--- src/rtl/wptr_full_ctrl.sv ---
// Write-side pointer/status controller for the async FIFO (wclk domain).
// Holds binary/Gray write pointers and derives full, almost-full, level and overflow.
module wptr_full_ctrl #(
    parameter int ADDR      = 3,
    parameter int AFULL_LVL = 6
) (
    input  logic            wclk,
    input  logic            wrst_n,
    input  logic            winc,
    input  logic            wovf_clr,
    input  logic [ADDR:0]   wq2_rptr,
    output logic            wen,
    output logic [ADDR-1:0] waddr,
    output logic [ADDR:0]   wptr,
    output logic            wfull,
    output logic            walmost_full,
    output logic [ADDR:0]   wlevel,
    output logic            woverflow
);

    localparam logic [ADDR:0] AFULL_V = (ADDR+1)'(AFULL_LVL);

    logic [ADDR:0] wbin_q, wbin_d;
    logic [ADDR:0] wptr_q, wptr_d;
    logic [ADDR:0] wlevel_q, wlevel_d;
    logic [ADDR:0] rbin_s;
    logic          wfull_q, wfull_d;
    logic          wafull_q, wafull_d;
    logic          wovf_q, wovf_d;

    // Gated by wrst_n so a write attempted during reset never reaches the memory.
    assign wen = winc & ~wfull_q & wrst_n;

    always_comb begin
        rbin_s[ADDR] = wq2_rptr[ADDR];
        for (int i = ADDR - 1; i >= 0; i--) begin
            rbin_s[i] = rbin_s[i+1] ^ wq2_rptr[i];
        end
    end

    always_comb begin
        wbin_d   = wbin_q + {{ADDR{1'b0}}, wen};
        wptr_d   = (wbin_d >> 1) ^ wbin_d;
        wfull_d  = (wptr_d == {~wq2_rptr[ADDR:ADDR-1], wq2_rptr[ADDR-2:0]});
        wlevel_d = wbin_d - rbin_s;
        wafull_d = (wlevel_d >= AFULL_V);
        wovf_d   = (winc & wfull_q) | (wovf_q & ~wovf_clr);
    end

    always_ff @(posedge wclk or negedge wrst_n) begin
        if (!wrst_n) begin
            wbin_q   <= '0;
            wptr_q   <= '0;
            wlevel_q <= '0;
            wfull_q  <= 1'b0;
            wafull_q <= 1'b0;
            wovf_q   <= 1'b0;
        end else begin
            wbin_q   <= wbin_d;
            wptr_q   <= wptr_d;
            wlevel_q <= wlevel_d;
            wfull_q  <= wfull_d;
            wafull_q <= wafull_d;
            wovf_q   <= wovf_d;
        end
    end

    assign waddr        = wbin_q[ADDR-1:0];
    assign wptr         = wptr_q;
    assign wfull        = wfull_q;
    assign walmost_full = wafull_q;
    assign wlevel       = wlevel_q;
    assign woverflow    = wovf_q;

endmodule

--- config.mk ---
export PLATFORM = sky130hd
export DESIGN_NAME = wptr_full_ctrl
export DESIGN_NICKNAME = d
export VERILOG_FILES = /design/src/rtl/wptr_full_ctrl.sv
export SDC_FILE = /design/constraint.sdc
export NUM_CORES = 1
export LEC_CHECK = 0
export ABC_AREA = 1
export CAP_MARGIN = 20
export CORE_MARGIN = 3
export CORE_UTILIZATION = 35
export CTS_CLUSTER_SIZE = 12
export DETAILED_ROUTE_END_ITERATION = 8
export GPL_ROUTABILITY_DRIVEN = 0
export GPL_TIMING_DRIVEN = 0
export PLACE_DENSITY = 0.59
export SLEW_MARGIN = 5
export SYNTH_ARGS = -nofsm -noshare
export SYNTH_HDL_FRONTEND = slang
export SYNTH_SLANG_ARGS = --single-unit
export TNS_END_PERCENT = 5
--- constraint.sdc ---
create_clock -name wclk -period 4.4 [get_ports wclk]
set_input_delay 1.32 -clock wclk [delete_from_list [all_inputs] [get_ports wclk]]
set_output_delay 1.32 -clock wclk [all_outputs]
set_load 0.005 [all_outputs]
==> results by group, run 1 <==
Drt
  • DRC viols: 0
  • Vias per inst: 4.74
  • Vias: 669
  • Antenna Violating Nets Remaining: 0
  • DRT iter0 DRCs: 6
  • DRT Pass-1 Iters: 4
  • WL/cell: 10.7 um
  • Routed wire length: 1.51 mm

STA
  • Fin. max-slew vios: 0
  • Worst clock skew: 3.32 ps
  • RSZ-0062 raised after global routing: no
  • Hold WS: 534 ps
  • Post-layout min period: 3900 ps
  • Final hold vios: 0
  • Setup ws final: 501 ps
  • Slew HR: 0.573
  • Fmax: 256 MHz
  • Fin crit share: 0.886
  • Final setup fails: 0
  • Setup_tns: 0 ps
  • Worst Max-Slew Pin Slew: 640 ps

Cells and area
  • Nets: 130
  • Share of cells above drive strength 1: 0.0702
  • Final Non-Filler Cells: 141
  • Area of all placed cells without fillers: 0.00104 mm2
  • Commonest non-fill, non-tap cell in the layout: nand2_1
  • Layout Utilization: 0.516
  • Antenna fix cells: 0
  • Fillers: 205
  • Area delta synth->final: 36.5%
  • Commonest non-fill, non-tap cells in the layout: 26 x nand2_1, 21 x clkdlybuf4s50_1, 15 x inv_1

Synthesis
  • Syn Std Cell Area: 764 um2
  • Syn. warnings: 0
  • Synth Area per Inst: 8.59 um2
  • Unique cell type count in the Yosys netlist: 18
  • Seq/Total Area, Yosys: 0.458
  • Syn Nets: 103
  • Mapped Cells: 89
  • #FFs+latches synth: 14

Die
  • CORE AREA: 0.00202 mm2
  • Site row count: 16
  • Die Ht: 52.7 um
  • Die area: 0.00278 mm2
  • Die X: 52.7 um
  • I/O Pins: 23
  • Initial Utilization: 0.378

GRT
  • Grt met3 use: 0.0285
  • Top Usage Layer GRT: met2
  • Grt met1 use: 0.154
  • Gr usage total: 0.130
  • Vias in the first global route: 637
  • Initial antenna violation count: 0
  • Pin count of the biggest net entering global routing: 16
  • First-pass GRT wire length: 2.55 mm
  • Met2 GRT Util: 0.205
  • Overflow after GRT: 0

Placement
  • I/O Buffers: 22
  • HPWL after detailed placement: 1.28 mm
  • Dpl ws: 57.2 ps
  • Dpl cells: 138
  • Dpl cell area: 0.00102 mm2

Power and ir drop
  • Combinational share of power: 0.586
  • Pwr dens: 687 mW/mm2
  • Leak: 0.538 nW
  • Clk pwr share: 0.097
  • Worst vdd ir: 0.000294 V
  • Sw power: 0.279 mW
  • Pwr Total: 0.717 mW
  • Seq pwr share: 0.316
  • Internal cell power: 0.438 mW
  • Switching share of power: 0.390

Critical path
  • Worst Reg-to-Reg Cells: 11
  • Max stage delay on crit path: 520 ps
  • Crit-path cells: dlymetal6s2s_1, nand2_1, nor2_1, clkdlybuf4s50_1
  • WP data arrival: 2580 ps
  • Critical path class: input port to output port
  • Crit start category: input port
  • Worst setup EP type: output port
  • R2R setup slack: 2230 ps
  • Slowest cell on crit path: clkdlybuf4s50_1
  • Crit path max fanout: 15
  • CP required: 3080 ps

Hold path
  • Hold depth: 2
  • Hold Crit Class: flop to flop

Job
  • Max-cap violations: 0

Clock network
  • TritonCTS clock tree: built
  • Clock Latency Late Sink: 270 ps
  • H-tree depth: 1
  • Reg clk slew, reported paths: 80 ps
  • Total CTS buffers: 3
  • Root Driver: clkbuf_4
  • Clock sink count: 14
  • Clock tree buffer depth: 2

Status
  • Status: complete, no violations
area by class of cell:
cell class / instances / area [um2] / area share
Clock buffer: 3 / 22.5 / 0.0216
Inverter: 16 / 60.1 / 0.0576
Multi-Input combinational cell: 59 / 354 / 0.339
Sequential cell: 14 / 350 / 0.336
Tap cell: 27 / 33.8 / 0.0324
Timing Repair Buffer: 22 / 223 / 0.213
power by group through the flow:
stage | clock (mW) | combinational [mW] | sequential [mW]
6_report | 0.0695 | 0.420 | 0.227
5_1_grt | 0.0820 | 0.487 | 0.233
4_1_cts | 0.0728 | 0.428 | 0.227
3_5_place_dp | 0 | 0.427 | 0.230
3_3_place_gp | 0 | 0.420 | 0.227
2_1_floorplan | 0 | 0.233 | 0.234
path summary, 6_finish.rpt:
path	startpoint	endpoint
min reg2reg	woverflow	woverflow
max	wrst_n	wen
max in group asynchronous	wrst_n	wbin_q[0]
min in group asynchronous	wrst_n	wbin_q[1]
min	woverflow	woverflow
max reg2reg	wfull	walmost_full
synthesized netlist by cell type:
master	count	area share
nand2_1	26	0.13
inv_1	15	0.074
dfrtp_1	14	0.46
nand3_1	12	0.079
ha_1	5	0.082
nand4_1	3	0.025
nand2_2	2	0.016
nor2_1	2	0.0098
a21oi_1	1	0.0065
fa_1	1	0.026
inv_2	1	0.0049
nand3b_1	1	0.0098
o21ai_0	1	0.0065
o21bai_1	1	0.0098
xnor2_1	1	0.011
xnor2_2	1	0.021
xor2_1	1	0.011
xor2_2	1	0.021
flip-flops by register name (all words and copies together) (netlist names):
name          count
wfull             1
woverflow         1
walmost_full      1
wlevel            4
wptr              3
wbin_q            4
timing repair:
action | CTS | global route
setup buffers | 0 | 0
resized for setup | 0 | 1
setup endpoints to repair | 0 | 1
hold buffers | 0 | 0
worst max-delay path, delay by kind of cell:
| family | cells | cell delay [ps] |
|---|---|---|
| buf+inv | 2 | 1010 |
| simple gates | 2 | 250 |
per-layer routing:
metal,part of all wire,vias to the layer above,wire length (um)
met4,0.033,0,49
met1,0.44,312,660
met3,0.056,5,84
li1,-,333,-
met2,0.47,19,712
met5,0,-,0
kinds of logic (layout without fill, tap and decap cells):
kind of cell / count (synthesis) / after routing / share of synthesized area
flip-flops: 14 / 14 / 0.458
AO/OA/AOI/OAI: 3 / 3 / 0.0229
adder cells (fa/ha/maj): 6 / 6 / 0.108
AND/OR/NAND/NOR: 46 / 46 / 0.267
buffers and inverters: 16 / 41 / 0.0785
XOR/XNOR: 4 / 4 / 0.0655
Note: power is estimated with default switching activity, not from simulation.
==> run 2: changes to the inputs <==
Settings changed: CELL_PAD_IN_SITES_DETAIL_PLACEMENT set to 1, CELL_PAD_IN_SITES_GLOBAL_PLACEMENT set to 2, CORE_UTILIZATION 35 to 28, PLACE_DENSITY 0.59 to 0.79.
==> run 2 against run 1 <==
Against the previous run: wire length grew 14%; fmax shrank 3.8%; register-to-register slack about the same; clock-buffer cell count up 1; clock power increased by 38%; final cell count increased by 2.8%; combinational power up 2%; critical endpoint unchanged; total power up 4.8%; cell area grew 1.3%; worst setup slack got worse by 150 ps; die area increased by 22%; highest routed layer unchanged.
==> results by group, run 2 (synthesis results as in run 1) <==
Drt
  • DRT Pass-1 Iters: 4
  • DRC viols: 0
  • Vias: 678
  • WL/cell: 11.8 um
  • Vias per inst: 4.68
  • DRT iter0 DRCs: 14
  • Antenna Violating Nets Remaining: 0
  • Routed wire length: 1.71 mm

Critical path
  • Max stage delay on crit path: 620 ps
  • Worst Reg-to-Reg Cells: 11
  • Critical path class: input port to output port
  • R2R setup slack: 2230 ps
  • WP data arrival: 2730 ps
  • RR Startpoint: wfull
  • Crit-path cells: dlygate4sd2_1, nand2_1, nor2_1, clkdlybuf4s50_1
  • Worst setup EP type: output port
  • CP required: 3080 ps
  • Crit start category: input port
  • Crit path max fanout: 15
  • Crit path buf inv count: 2
  • Reg2Reg Capture Point: walmost_full
  • Slowest cell on crit path: dlygate4sd2_1
  • Crit path max-delay family: buffers and inverters

GRT
  • Vias in the first global route: 697
  • Pin count of the biggest net entering global routing: 16
  • Initial antenna violation count: 0
  • Gr usage total: 0.117
  • First-pass GRT wire length: 3.03 mm
  • Overflow after GRT: 0

Power and ir drop
  • Clk pwr share: 0.128
  • Worst vdd ir: 0.000316 V
  • Sw power: 0.294 mW
  • Switching share of power: 0.392
  • Combinational share of power: 0.570
  • Pwr Total: 0.751 mW
  • Pwr dens: 711 mW/mm2
  • Internal cell power: 0.457 mW
  • Seq pwr share: 0.302
  • Leak: 0.538 nW

Die
  • Initial Utilization: 0.300
  • CORE AREA: 0.00254 mm2
  • Die area: 0.00339 mm2
  • Site row count: 18
  • Die Ht: 58.3 um
  • Die X: 58.3 um
  • I/O Pins: 23

Clock network
  • TritonCTS clock tree: built
  • Root Driver: clkbuf_4
  • Hold-fix buffers at CTS: 0
  • Clock tree buffer depth: 2
  • Total CTS buffers: 3
  • Clock sink count: 14
  • Clock Latency Late Sink: 290 ps
  • Reg clk slew, reported paths: 90 ps
  • H-tree depth: 1

Placement
  • I/O Buffers: 22
  • HPWL after detailed placement: 1.45 mm
  • Dpl cell area: 0.00102 mm2
  • Dpl cells: 141

STA
  • Final setup fails: 0
  • Final hold vios: 0
  • Worst clock skew: 5.38 ps
  • Setup_tns: 0 ps
  • Worst Max-Slew Pin Slew: 657 ps
  • Slew HR: 0.562
  • Post-layout min period: 4050 ps
  • Fin. max-slew vios: 0
  • Fin crit share: 0.921
  • RSZ-0062 raised after global routing: no
  • Fmax: 247 MHz

Cells and area
  • Register area: 350 um2
  • Antenna fix cells: 0
  • Layout Utilization: 0.415
  • Share of cells above drive strength 1: 0.0783
  • Area of all placed cells without fillers: 0.00106 mm2
  • Commonest non-fill, non-tap cell in the layout: nand2_1
  • Nets: 130
  • Area taken by multi-input logic gates: 354 um2
  • Area delta synth->final: 38.3%
  • Commonest non-fill, non-tap cells in the layout: 26 x nand2_1, 21 x clkdlybuf4s50_1, 15 x inv_1
  • Fillers: 315
  • Final Non-Filler Cells: 145

Hold path
  • Hold depth: 2
  • Hold Crit Class: flop to flop
  • WHS Endpoint: woverflow
  • Hold_sp: wfull

Status
  • Status: complete, no violations

Job
  • Max-cap violations: 0
run 2: cell types whose count changed in the layout (fill, tap and decap cells not counted), sizes merged:
| cell | delta |
|---|---|
| dlymetal6s2s | -1 |
| clkbuf | +1 |
| dlygate4sd2 | +1 |
run 2: final cells by class:
| cell class | instances | area share |
|---|---|---|
| multi-input cells | 59 | 0.335 |
| well taps | 30 | 0.0355 |
| inverters | 16 | 0.0568 |
| flip-flops and latches | 14 | 0.331 |
| clock buffers | 4 | 0.0343 |
| repair buffers | 22 | 0.207 |
run 2: per-stage QoR:
step	hold slack, ps	worst slack, ps
5_1_grt	584	127
3_5_place_dp	508	8.24
4_1_cts	529	273
2_1_floorplan	494	1480
3_3_place_gp	509	50.0
6_report	521	347
run 2: layer usage:
layer | vias up | global-route usage | routed length [um] | share of wire
met4 | 0 | 0.0695 | 32 | 0.019
met2 | 15 | 0.185 | 844 | 0.49
met5 | - | 0 | 0 | 0
li1 | 333 | - | - | -
met3 | 4 | 0.0134 | 75 | 0.044
met1 | 326 | 0.152 | 759 | 0.44
run 2: power groups by stage:
| stage | clock, mW | sequential, mW | combinational (mW) |
|---|---|---|---|
| 3_5_place_dp | 0 | 0.232 | 0.439 |
| 3_3_place_gp | 0 | 0.227 | 0.428 |
| 5_1_grt | 0.103 | 0.236 | 0.490 |
| 6_report | 0.0958 | 0.227 | 0.429 |
| 2_1_floorplan | 0 | 0.234 | 0.233 |
| 4_1_cts | 0.0989 | 0.229 | 0.440 |
run 2: repair_timing:
action	in CTS	in global routing
resized for setup	1	0
setup buffers	0	0
setup endpoints to repair	1	0
run 2: worst max path at each step:
| stage | start | to | slack (ps) | cells after the start |
|---|---|---|---|---|
| 2_1_floorplan | winc | walmost_full | 1480 | 9 |
| 6_report | wrst_n | wen | 350 | 4 |
| 5_1_grt | wrst_n | wen | 130 | 4 |
| 4_1_cts | wrst_n | wen | 270 | 4 |
| 3_5_place_dp | wrst_n | wen | 8 | 4 |
| 3_3_place_gp | wrst_n | wen | 50 | 4 |
run 2: worst min-delay path, delay by kind of cell (launching register included):
family / cells / cell delay [ps]
flip-flops: 1 / 370
AO/OA/AOI/OAI: 1 / 60
AND/OR/NAND/NOR: 1 / 50
